[config.mk]
export PLATFORM = sky130hd
export DESIGN_NAME = pdp8lmemreq_flat
export DESIGN_NICKNAME = d
export VERILOG_FILES = /design/src/rtl/pdp8lmemreq_pkg.sv /design/src/rtl/pdp8lmemreq_if.sv /design/src/rtl/pdp8lmemreq_edge.sv /design/src/rtl/pdp8lmemreq.sv /design/src/flat_wrapper.sv
export SDC_FILE = /design/constraint.sdc
export NUM_CORES = 1
export LEC_CHECK = 0
export ABC_AREA = 0
export ABC_CLOCK_PERIOD_IN_PS = 1900
export BUFFER_PORTS_ARGS = -buffer_cell sky130_fd_sc_hd__clkbuf_2
export CORE_MARGIN = 3
export CORE_UTILIZATION = 44
export CTS_CLUSTER_SIZE = 40
export DETAILED_ROUTE_END_ITERATION = 12
export PLACE_DENSITY = 0.77
export RECOVER_POWER = 50
export SLEW_MARGIN = 0
export SYNTH_ARGS = -nofsm -noshare
export SYNTH_HDL_FRONTEND = slang
export SYNTH_SLANG_ARGS = --single-unit
[constraint.sdc]
create_clock -name CLOCK -period 1.9 [get_ports CLOCK]
set_input_delay 0.285 -clock CLOCK [delete_from_list [all_inputs] [get_ports CLOCK]]
set_output_delay 0.285 -clock CLOCK [all_outputs]
set_load 0.01 [all_outputs]
[src/rtl/pdp8lmemreq_pkg.sv]
// Shared types for the PDP-8/L memory-cycle initiator: op codes, FSM states,
// timeout default and the read-modify-write data selection.
package pdp8lmemreq_pkg;

    localparam int unsigned TIMEOUT_DEFAULT = 200;
    localparam int          CNT_W           = 16;

    typedef enum logic [1:0] {
        OP_READ  = 2'd0,
        OP_WRITE = 2'd1,
        OP_INCR  = 2'd2,
        OP_RSVD  = 2'd3
    } op_e;

    typedef enum logic [2:0] {
        S_IDLE,
        S_START,
        S_WAITRD,
        S_MODIFY,
        S_WAITWR,
        S_RESP
    } state_e;

    typedef struct packed {
        logic [11:0] data;
        logic        ovf;
    } wb_t;

    // Word to restore in the write-back phase; the reserved op behaves as a read.
    function automatic wb_t modify_word(op_e op, logic [11:0] rdat, logic [11:0] wdat);
        wb_t r;
        r.ovf = 1'b0;
        case (op)
            OP_WRITE: r.data = wdat;
            OP_INCR: begin
                r.data = rdat + 12'd1;
                r.ovf  = (rdat == 12'o7777);
            end
            default:  r.data = rdat;
        endcase
        return r;
    endfunction

endpackage

[src/rtl/pdp8lmemreq_if.sv]
// Request channel (on-chip master side) and PDP-8/L external memory bus.
// The initiator is the slave of the request channel and the master of the memory bus.
interface pdp8lmemreq_req_if;
    logic        reqvalid;
    logic        reqready;
    logic [1:0]  reqop;
    logic [14:0] reqaddr;
    logic [11:0] reqwdat;
    logic        rspvalid;
    logic        rspready;
    logic [11:0] rsprdat;
    logic        rspovf;
    logic        rsptimeout;

    modport master (
        output reqvalid, reqop, reqaddr, reqwdat, rspready,
        input  reqready, rspvalid, rsprdat, rspovf, rsptimeout
    );
    modport slave (
        input  reqvalid, reqop, reqaddr, reqwdat, rspready,
        output reqready, rspvalid, rsprdat, rspovf, rsptimeout
    );
endinterface

interface pdp8lmemreq_mem_if;
    logic        memstart;
    logic        memwrite;
    logic [11:0] memaddr;
    logic [11:0] memwdat;
    logic [11:0] memrdat;
    logic        _mrdone;
    logic        _mwdone;
    logic [2:0]  brkfld;
    logic        _bf_enab;

    modport master (
        output memstart, memwrite, memaddr, memwdat, brkfld, _bf_enab,
        input  memrdat, _mrdone, _mwdone
    );
    modport slave (
        input  memstart, memwrite, memaddr, memwdat, brkfld, _bf_enab,
        output memrdat, _mrdone, _mwdone
    );
endinterface

[src/rtl/pdp8lmemreq_edge.sv]
// Conditioner for one active-low done line: strobe on the first low sample
// after the line was high, plus a flag that the line is currently high.
module pdp8lmemreq_edge (
    input  logic CLOCK,
    input  logic _RESET,
    input  logic done_n_i,
    output logic fall_o,
    output logic high_o
);

    logic prev_q;

    // NOTE: clocked state is written with non-blocking assignments only.
    always_ff @(posedge CLOCK or negedge _RESET) begin
        if (!_RESET) prev_q <= 1'b1;
        else         prev_q <= done_n_i;
    end

    assign fall_o = prev_q & ~done_n_i;
    assign high_o = done_n_i;

endmodule

[src/rtl/pdp8lmemreq.sv]
// PDP-8/L break-cycle initiator: one read + write-back core cycle per request.
// Optional PDP8L_MEMREQ_STATS_EN adds saturating completed/aborted cycle counters.
module pdp8lmemreq
    import pdp8lmemreq_pkg::*;
#(
    parameter int unsigned TIMEOUT = TIMEOUT_DEFAULT
) (
    input  logic              CLOCK,
    input  logic              _RESET,
    pdp8lmemreq_req_if.slave  req,
    pdp8lmemreq_mem_if.master mem
`ifdef PDP8L_MEMREQ_STATS_EN
    ,
    output logic [15:0]       statcycles,
    output logic [7:0]        stattimeouts
`endif
);

    localparam logic [CNT_W-1:0] LIMIT = CNT_W'(TIMEOUT - 1);

    state_e           state_q;
    op_e              op_q;
    logic [11:0]      wdat_q;
    logic [11:0]      memaddr_q;
    logic [2:0]       brkfld_q;
    logic [11:0]      memwdat_q;
    logic [11:0]      rsprdat_q;
    logic             rspovf_q;
    logic             rsptimeout_q;
    logic             memstart_q;
    logic             memwrite_q;
    logic             bf_enab_n_q;
    logic             reqready_q;
    logic             rspvalid_q;
    logic [CNT_W-1:0] cnt_q;

    logic mr_fall, mr_high, mw_fall, mw_high;
    wb_t  wb_d;

    pdp8lmemreq_edge u_mrdone (
        .CLOCK    (CLOCK),
        ._RESET   (_RESET),
        .done_n_i (mem._mrdone),
        .fall_o   (mr_fall),
        .high_o   (mr_high)
    );

    pdp8lmemreq_edge u_mwdone (
        .CLOCK    (CLOCK),
        ._RESET   (_RESET),
        .done_n_i (mem._mwdone),
        .fall_o   (mw_fall),
        .high_o   (mw_high)
    );

    always_comb wb_d = modify_word(op_q, mem.memrdat, wdat_q);

    // NOTE: every output register has a reset value so a mid-cycle reset idles the bus at once.
    always_ff @(posedge CLOCK or negedge _RESET) begin
        if (!_RESET) begin
            state_q      <= S_IDLE;
            op_q         <= OP_READ;
            wdat_q       <= '0;
            memaddr_q    <= '0;
            brkfld_q     <= '0;
            memwdat_q    <= '0;
            rsprdat_q    <= '0;
            rspovf_q     <= 1'b0;
            rsptimeout_q <= 1'b0;
            memstart_q   <= 1'b0;
            memwrite_q   <= 1'b0;
            bf_enab_n_q  <= 1'b1;
            reqready_q   <= 1'b1;
            rspvalid_q   <= 1'b0;
            cnt_q        <= '0;
        end else begin
            case (state_q)
                S_IDLE: if (req.reqvalid) begin
                    op_q         <= op_e'(req.reqop);
                    wdat_q       <= req.reqwdat;
                    memaddr_q    <= req.reqaddr[11:0];
                    brkfld_q     <= req.reqaddr[14:12];
                    bf_enab_n_q  <= 1'b0;
                    memstart_q   <= 1'b1;
                    reqready_q   <= 1'b0;
                    rspovf_q     <= 1'b0;
                    rsptimeout_q <= 1'b0;
                    state_q      <= S_START;
                end
                S_START: begin
                    cnt_q   <= '0;
                    state_q <= S_WAITRD;
                end
                S_WAITRD: begin
                    if (mr_fall) begin
                        rsprdat_q  <= mem.memrdat;
                        memwdat_q  <= wb_d.data;
                        rspovf_q   <= wb_d.ovf;
                        memstart_q <= 1'b0;
                        state_q    <= S_MODIFY;
                    end else if (cnt_q == LIMIT) begin
                        memstart_q   <= 1'b0;
                        bf_enab_n_q  <= 1'b1;
                        rsptimeout_q <= 1'b1;
                        rsprdat_q    <= '0;
                        rspvalid_q   <= 1'b1;
                        state_q      <= S_RESP;
                    end else begin
                        cnt_q <= cnt_q + CNT_W'(1);
                    end
                end
                // Write phase starts only once both done lines are idle high.
                S_MODIFY: if (mr_high && mw_high) begin
                    memwrite_q <= 1'b1;
                    cnt_q      <= '0;
                    state_q    <= S_WAITWR;
                end
                S_WAITWR: begin
                    if (mw_fall) begin
                        memwrite_q  <= 1'b0;
                        bf_enab_n_q <= 1'b1;
                        rspvalid_q  <= 1'b1;
                        state_q     <= S_RESP;
                    end else if (cnt_q == LIMIT) begin
                        memwrite_q   <= 1'b0;
                        bf_enab_n_q  <= 1'b1;
                        rsptimeout_q <= 1'b1;
                        rspvalid_q   <= 1'b1;
                        state_q      <= S_RESP;
                    end else begin
                        cnt_q <= cnt_q + CNT_W'(1);
                    end
                end
                S_RESP: if (req.rspready) begin
                    rspvalid_q <= 1'b0;
                    reqready_q <= 1'b1;
                    state_q    <= S_IDLE;
                end
                default: state_q <= S_IDLE;
            endcase
        end
    end

    assign req.reqready   = reqready_q;
    assign req.rspvalid   = rspvalid_q;
    assign req.rsprdat    = rsprdat_q;
    assign req.rspovf     = rspovf_q;
    assign req.rsptimeout = rsptimeout_q;
    assign mem.memstart   = memstart_q;
    assign mem.memwrite   = memwrite_q;
    assign mem.memaddr    = memaddr_q;
    assign mem.memwdat    = memwdat_q;
    assign mem.brkfld     = brkfld_q;
    assign mem._bf_enab   = bf_enab_n_q;

`ifdef PDP8L_MEMREQ_STATS_EN
    logic [15:0] statcycles_q;
    logic [7:0]  stattimeouts_q;
    logic        done_ev, abort_ev;

    assign done_ev  = (state_q == S_WAITWR) && mw_fall;
    assign abort_ev = (cnt_q == LIMIT) &&
                      (((state_q == S_WAITRD) && !mr_fall) ||
                       ((state_q == S_WAITWR) && !mw_fall));

    always_ff @(posedge CLOCK or negedge _RESET) begin
        if (!_RESET) begin
            statcycles_q   <= '0;
            stattimeouts_q <= '0;
        end else begin
            if (done_ev && (statcycles_q != '1))    statcycles_q   <= statcycles_q + 16'd1;
            if (abort_ev && (stattimeouts_q != '1)) stattimeouts_q <= stattimeouts_q + 8'd1;
        end
    end

    assign statcycles   = statcycles_q;
    assign stattimeouts = stattimeouts_q;
`endif

endmodule

[src/flat_wrapper.sv]
// flat-port wrapper written by rule: the top's interface ports become plain ports
module pdp8lmemreq_flat import pdp8lmemreq_pkg::*;
#(
    parameter int unsigned TIMEOUT = TIMEOUT_DEFAULT
)
  (CLOCK, _RESET, req_reqvalid, req_reqop, req_reqaddr, req_reqwdat, req_rspready, req_reqready, req_rspvalid, req_rsprdat, req_rspovf, req_rsptimeout, mem_memstart, mem_memwrite, mem_memaddr, mem_memwdat, mem_brkfld, mem__bf_enab, mem_memrdat, mem__mrdone, mem__mwdone);
  pdp8lmemreq_req_if req_i ();
  pdp8lmemreq_mem_if mem_i ();
  input  logic CLOCK;
  input  logic _RESET;
  input wire logic [$bits(req_i.reqvalid)-1:0] req_reqvalid;
  input wire logic [$bits(req_i.reqop)-1:0] req_reqop;
  input wire logic [$bits(req_i.reqaddr)-1:0] req_reqaddr;
  input wire logic [$bits(req_i.reqwdat)-1:0] req_reqwdat;
  input wire logic [$bits(req_i.rspready)-1:0] req_rspready;
  output wire logic [$bits(req_i.reqready)-1:0] req_reqready;
  output wire logic [$bits(req_i.rspvalid)-1:0] req_rspvalid;
  output wire logic [$bits(req_i.rsprdat)-1:0] req_rsprdat;
  output wire logic [$bits(req_i.rspovf)-1:0] req_rspovf;
  output wire logic [$bits(req_i.rsptimeout)-1:0] req_rsptimeout;
  output wire logic [$bits(mem_i.memstart)-1:0] mem_memstart;
  output wire logic [$bits(mem_i.memwrite)-1:0] mem_memwrite;
  output wire logic [$bits(mem_i.memaddr)-1:0] mem_memaddr;
  output wire logic [$bits(mem_i.memwdat)-1:0] mem_memwdat;
  output wire logic [$bits(mem_i.brkfld)-1:0] mem_brkfld;
  output wire logic [$bits(mem_i._bf_enab)-1:0] mem__bf_enab;
  input wire logic [$bits(mem_i.memrdat)-1:0] mem_memrdat;
  input wire logic [$bits(mem_i._mrdone)-1:0] mem__mrdone;
  input wire logic [$bits(mem_i._mwdone)-1:0] mem__mwdone;
  assign req_i.reqvalid = req_reqvalid;
  assign req_i.reqop = req_reqop;
  assign req_i.reqaddr = req_reqaddr;
  assign req_i.reqwdat = req_reqwdat;
  assign req_i.rspready = req_rspready;
  assign req_reqready = req_i.reqready;
  assign req_rspvalid = req_i.rspvalid;
  assign req_rsprdat = req_i.rsprdat;
  assign req_rspovf = req_i.rspovf;
  assign req_rsptimeout = req_i.rsptimeout;
  assign mem_memstart = mem_i.memstart;
  assign mem_memwrite = mem_i.memwrite;
  assign mem_memaddr = mem_i.memaddr;
  assign mem_memwdat = mem_i.memwdat;
  assign mem_brkfld = mem_i.brkfld;
  assign mem__bf_enab = mem_i._bf_enab;
  assign mem_i.memrdat = mem_memrdat;
  assign mem_i._mrdone = mem__mrdone;
  assign mem_i._mwdone = mem__mwdone;
  pdp8lmemreq #(.TIMEOUT(TIMEOUT)) u_core (.CLOCK(CLOCK), ._RESET(_RESET), .req(req_i), .mem(mem_i));
endmodule
==> impl_metrics.prom <==
# TYPE chip_impl_metric gauge
chip_impl_metric{name="first_pass_grt_wire_length",unit="mm"} 17.45
chip_impl_metric{name="ys_warn_count",unit=""} 0
chip_impl_info{name="worstPathCellList",value="buf_4 -> nand2b_1 -> o32ai_4 -> o22ai_4 -> or4_1 -> a21oi_1"} 1
chip_impl_info{name="capturing_element_type_of_the_critical_path",value="flip-flop"} 1
chip_impl_info{name="ys_dominant_reg_cell",value="sky130_fd_sc_hd__dfrtp_1"} 1
chip_impl_metric{name="fp.dieH",unit="um"} 100.8
chip_impl_metric{name="core_area",unit="sq um"} 8464
chip_impl_metric{name="cts_buffers",unit=""} 9
chip_impl_metric{name="ir_drop",unit="uV"} 826.0
chip_impl_metric{name="clock_power_share",unit="%"} 18.0
chip_impl_metric{name="drc_violation_count_after_routing",unit=""} 0
chip_impl_metric{name="synth.net_count",unit=""} 430
chip_impl_metric{name="final_nets",unit=""} 557
chip_impl_metric{name="place_congestion",unit=""} 0.9014
chip_impl_info{name="critPathTopFamily",value="simple AND/OR/NAND/NOR gates"} 1
chip_impl_info{name="clk_root_buffer_cell",value="sky130_fd_sc_hd__clkbuf_8"} 1
chip_impl_info{name="layout.cells.most_common_list",value="sky130_fd_sc_hd__dfrtp_1, sky130_fd_sc_hd__clkbuf_2, sky130_fd_sc_hd__nand2_1, sky130_fd_sc_hd__buf_4, sky130_fd_sc_hd__mux2_2"} 1
chip_impl_metric{name="finalCriticalPeriod",unit="ps"} 1836
chip_impl_metric{name="placed_cell_count",unit=""} 595
chip_impl_info{name="startpoint_type",value="flip-flop"} 1
chip_impl_metric{name="number_of_flops_mapped_to_enable_cells_by_yosys",unit=""} 0
chip_impl_metric{name="grt_max_degree",unit=""} 44
chip_impl_metric{name="p_int",unit="W"} 0.004584
chip_impl_metric{name="timing_hold_violations_final",unit=""} 0
chip_impl_info{name="status",value="completed"} 1
chip_impl_metric{name="pwr_density_cell",unit="nW/um^2"} 1468
chip_impl_metric{name="cts_htree_levels",unit=""} 3
chip_impl_metric{name="worst-slew-pin-transition",unit="ps"} 1085
chip_impl_info{name="min_delay_path_class",value="in2reg"} 1
chip_impl_metric{name="switching_fraction_of_total_power",unit="%"} 38.33
chip_impl_metric{name="grt_pass1_vias",unit=""} 3711
chip_impl_metric{name="postSynthRegisterBits",unit=""} 81
chip_impl_metric{name="layout_worst_path_cycle_share",unit="%"} 96.63
chip_impl_metric{name="antennaDiodeCount",unit=""} 0
chip_impl_metric{name="whs",unit="ps"} 149.7
chip_impl_info{name="classification_of_the_worst_setup_path",value="reg2reg"} 1
chip_impl_metric{name="clkLatencyLatePin",unit="ps"} 350
chip_impl_metric{name="clk_pin_slew_worst_paths",unit="ps"} 90
chip_impl_metric{name="vias",unit=""} 3548
chip_impl_metric{name="critical_path.max_stage_delay",unit="ps"} 520
chip_impl_metric{name="start_util",unit="%"} 46.70
chip_impl_metric{name="max_freq",unit="MHz"} 544.7
chip_impl_metric{name="die_w",unit="um"} 100.8
chip_impl_metric{name="initial_antenna_violation_count",unit=""} 1
chip_impl_metric{name="routed_wire_length_per_instance",unit="um"} 16.77
chip_impl_metric{name="std_cell_rows",unit=""} 33
chip_impl_info{name="critPathSlowestCell",value="sky130_fd_sc_hd__or4_1"} 1
chip_impl_metric{name="grt.overflow.total",unit=""} 0
chip_impl_metric{name="first_iter_violations",unit=""} 212
chip_impl_metric{name="slew_violations",unit=""} 0
chip_impl_metric{name="post_drt_via_cell_ratio",unit=""} 5.760
chip_impl_metric{name="fillers",unit=""} 730
chip_impl_metric{name="max-clock-path-buffers",unit=""} 2
chip_impl_metric{name="io_buffer_count",unit=""} 92
chip_impl_info{name="commonest_non_fill_non_tap_cell_in_the_layout",value="sky130_fd_sc_hd__dfrtp_1"} 1
chip_impl_metric{name="boundary_pins",unit=""} 93
chip_impl_metric{name="setup_viol_count_final",unit=""} 0
chip_impl_metric{name="power.static_leakage",unit="nW"} 2.267
chip_impl_metric{name="cp.arrival",unit="ps"} 2100
chip_impl_metric{name="critical_path_required",unit="ps"} 2170
chip_impl_metric{name="estimated_wirelength_of_the_detail_placed_design",unit="mm"} 7.574
chip_impl_metric{name="yosysUniqueCellTypes",unit=""} 50
chip_impl_metric{name="drt.antenna.violating_nets",unit=""} 0
chip_impl_metric{name="post_syn_area_per_cell",unit="sq um"} 10.43
chip_impl_info{name="cts_tree",value="yes"} 1
chip_impl_metric{name="syn_to_final_growth",unit="%"} 28.11
chip_impl_metric{name="slew_headroom",unit="%"} 27.70
chip_impl_metric{name="worstPathBufferInverterCount",unit=""} 1
chip_impl_metric{name="cp_max_fo",unit=""} 12
chip_impl_metric{name="routed_wirelength",unit="mm"} 10.33
chip_impl_metric{name="cap_violations",unit=""} 0
chip_impl_metric{name="drive_above_1_share",unit="%"} 34.64
chip_impl_metric{name="synthesis.instances",unit=""} 379
chip_impl_metric{name="fp.dieArea",unit="sq um"} 10160
chip_impl_metric{name="syn_area",unit="sq um"} 3953
chip_impl_metric{name="total_switching_power",unit="W"} 0.002849
chip_impl_metric{name="async_reset_ff_share",unit="%"} 100.0
chip_impl_metric{name="drt_first_pass_iters",unit=""} 5
chip_impl_metric{name="synth_sequential_area_ratio",unit="%"} 51.41
chip_impl_metric{name="skew",unit="ps"} 11.81
chip_impl_metric{name="share_comb_of_total_power",unit="%"} 44.6
chip_impl_metric{name="seq_power_share",unit="%"} 37.4
chip_impl_metric{name="tritoncts_num_sinks",unit=""} 81
chip_impl_metric{name="instances_no_fill",unit=""} 616
chip_impl_metric{name="global_route.usage.total",unit="%"} 21.49
==> power groups by stage <==
stage               logic, W  registers, W  clock network (W)
finish               0.00332       0.00278            0.00134
global route         0.00364       0.00287            0.00145
CTS                  0.00325       0.00278            0.00136
detailed placement   0.00317       0.00281                  0
global placement     0.00307       0.00277                  0
floorplan            0.00177       0.00293                  0
==> worst min-delay path, stage by stage <==
cell and delay (ps):
sky130_fd_sc_hd__clkbuf_2 70, sky130_fd_sc_hd__nand2_1 40, sky130_fd_sc_hd__o21ai_0 60
==> state kept, by name, indices dropped and copies added, names as in the netlist <==
register and cells:
u_core.mem.brkfld 3, u_core.req.rsprdat 12, u_core.req.rspvalid 1, u_core.mem.memwdat 12, u_core.op_q 2, u_core.req.reqready 1, u_core.req.rspovf 1, u_core.mem.memstart 1
u_core.req.rsptimeout 1, u_core.wdat_q 12, u_core.mem.memaddr 12, u_core.mem._bf_enab 1, u_core.cnt_q 16, u_core.u_mwdone.prev_q 1, u_core.state_q 3, u_core.mem.memwrite 1
u_core.u_mrdone.prev_q 1
==> metal layers <==
metal / GRT usage [%] / wire length, um / vias up
met5: 0 / 9 / -
met4: 8.705 / 183 / 2
met3: 5.744 / 772 / 17
met2: 33.82 / 4866 / 129
met1: 28.18 / 4502 / 1733
li1: - / - / 1667
==> worst paths after layout <==
path | from | endpoint | slack (ps) | cells after the start
max in group asynchronous | _RESET | u_core.cnt_q[11]$_DFFE_PN0P_ | 370 | 3
min in group asynchronous | _RESET | u_core.mem.memaddr[1]$_DFFE_PN0P_ | 680 | 2
worst min register to register | u_core.req.rsprdat[2]$_DFFE_PN0P_ | u_core.req.rsprdat[2]$_DFFE_PN0P_ | 490 | 2
worst min-delay path | req_reqop[0] | u_core.op_q[0]$_DFFE_PN0P_ | 150 | 3
worst max register to register | u_core.state_q[1]$_DFFE_PN0P_ | u_core.cnt_q[15]$_DFFE_PN0P_ | 60 | 6
worst max-delay path | u_core.state_q[1]$_DFFE_PN0P_ | u_core.cnt_q[15]$_DFFE_PN0P_ | 60 | 6
==> through the flow <==
stage | TNS [ps] | worst slack, ps | power [W] | area, sq um | util, %
after floorplan | 0 | 118.0 | 0.004696 | 3953 | -
after CTS | -18.80 | -9.462 | 0.007392 | 5022 | 59.33
final | 0 | 64.06 | 0.007433 | 5064 | 59.82
after global placement | -5.737 | -5.737 | 0.005840 | 4780 | 56.47
after detailed placement | -115.1 | -32.67 | 0.005983 | 4780 | 56.47
after global routing | -1.464 | -1.464 | 0.007960 | 5064 | 59.82
==> timing repair <==
item	CTS	global route
cloned	0	0
pin swaps	0	1
hold buffers	1	0
setup endpoints to repair	11	18
buffers inserted	2	2
endpoints found under the hold margin	37	0
gates resized for setup	1	15
==> synthesized netlist by cell type, types with 2 or more instances <==
cell type / count / area share (%)
sky130_fd_sc_hd__a21o_1: 4 / 0.76
sky130_fd_sc_hd__a21oi_1: 26 / 3.3
sky130_fd_sc_hd__a221oi_1: 5 / 1.1
sky130_fd_sc_hd__a22o_1: 9 / 2.0
sky130_fd_sc_hd__a22oi_1: 2 / 0.38
sky130_fd_sc_hd__a2bb2oi_1: 2 / 0.44
sky130_fd_sc_hd__and2_1: 2 / 0.32
sky130_fd_sc_hd__and3_1: 3 / 0.47
sky130_fd_sc_hd__and4_1: 5 / 1.1
sky130_fd_sc_hd__buf_2: 6 / 0.76
sky130_fd_sc_hd__buf_6: 2 / 0.57
sky130_fd_sc_hd__clkbuf_1: 9 / 0.85
sky130_fd_sc_hd__dfrtp_1: 77 / 49
sky130_fd_sc_hd__dfstp_2: 4 / 2.7
sky130_fd_sc_hd__ha_1: 4 / 1.3
sky130_fd_sc_hd__inv_1: 10 / 0.95
sky130_fd_sc_hd__mux2_2: 29 / 8.3
sky130_fd_sc_hd__nand2_1: 35 / 3.3
sky130_fd_sc_hd__nand2b_1: 5 / 0.79
sky130_fd_sc_hd__nand3_1: 13 / 1.6
sky130_fd_sc_hd__nand4_1: 9 / 1.4
sky130_fd_sc_hd__nor2_1: 17 / 1.6
sky130_fd_sc_hd__nor2b_1: 5 / 0.79
sky130_fd_sc_hd__nor3_1: 6 / 0.76
sky130_fd_sc_hd__nor4_1: 3 / 0.47
sky130_fd_sc_hd__o211ai_1: 6 / 1.1
sky130_fd_sc_hd__o21a_1: 6 / 1.1
sky130_fd_sc_hd__o21ai_0: 30 / 3.8
sky130_fd_sc_hd__o21ai_1: 4 / 0.51
sky130_fd_sc_hd__o221ai_1: 2 / 0.44
sky130_fd_sc_hd__o31a_1: 2 / 0.44
sky130_fd_sc_hd__o31ai_1: 7 / 1.3
sky130_fd_sc_hd__or3_1: 5 / 0.79
sky130_fd_sc_hd__or4_1: 8 / 1.5
sky130_fd_sc_hd__xnor2_1: 2 / 0.44
==> logic make-up (layout without fill, tap and decap cells) <==
kind of cell / count (synthesis) / in the layout / share of synthesized area [%]
simple gates: 121 / 121 / 16.24
flops: 81 / 81 / 51.41
buf+inv: 28 / 160 / 3.324
xor+xnor: 3 / 3 / 0.6649
fa+ha+maj: 4 / 4 / 1.266
compound gates: 113 / 113 / 18.84
mux: 29 / 29 / 8.262
==> layout make-up <==
type / instances / area [sq um] / share of cell area [%]
flip-flops and latches: 81 / 2033 / 40.15
multi-input cells: 270 / 1871 / 36.94
repair buffers: 134 / 780.7 / 15.42
clock buffers: 10 / 137.6 / 2.718
well taps: 105 / 131.4 / 2.595
clock inverters: 6 / 72.57 / 1.433
inverters: 10 / 37.54 / 0.7413
Power figures use the tool's default switching activity.
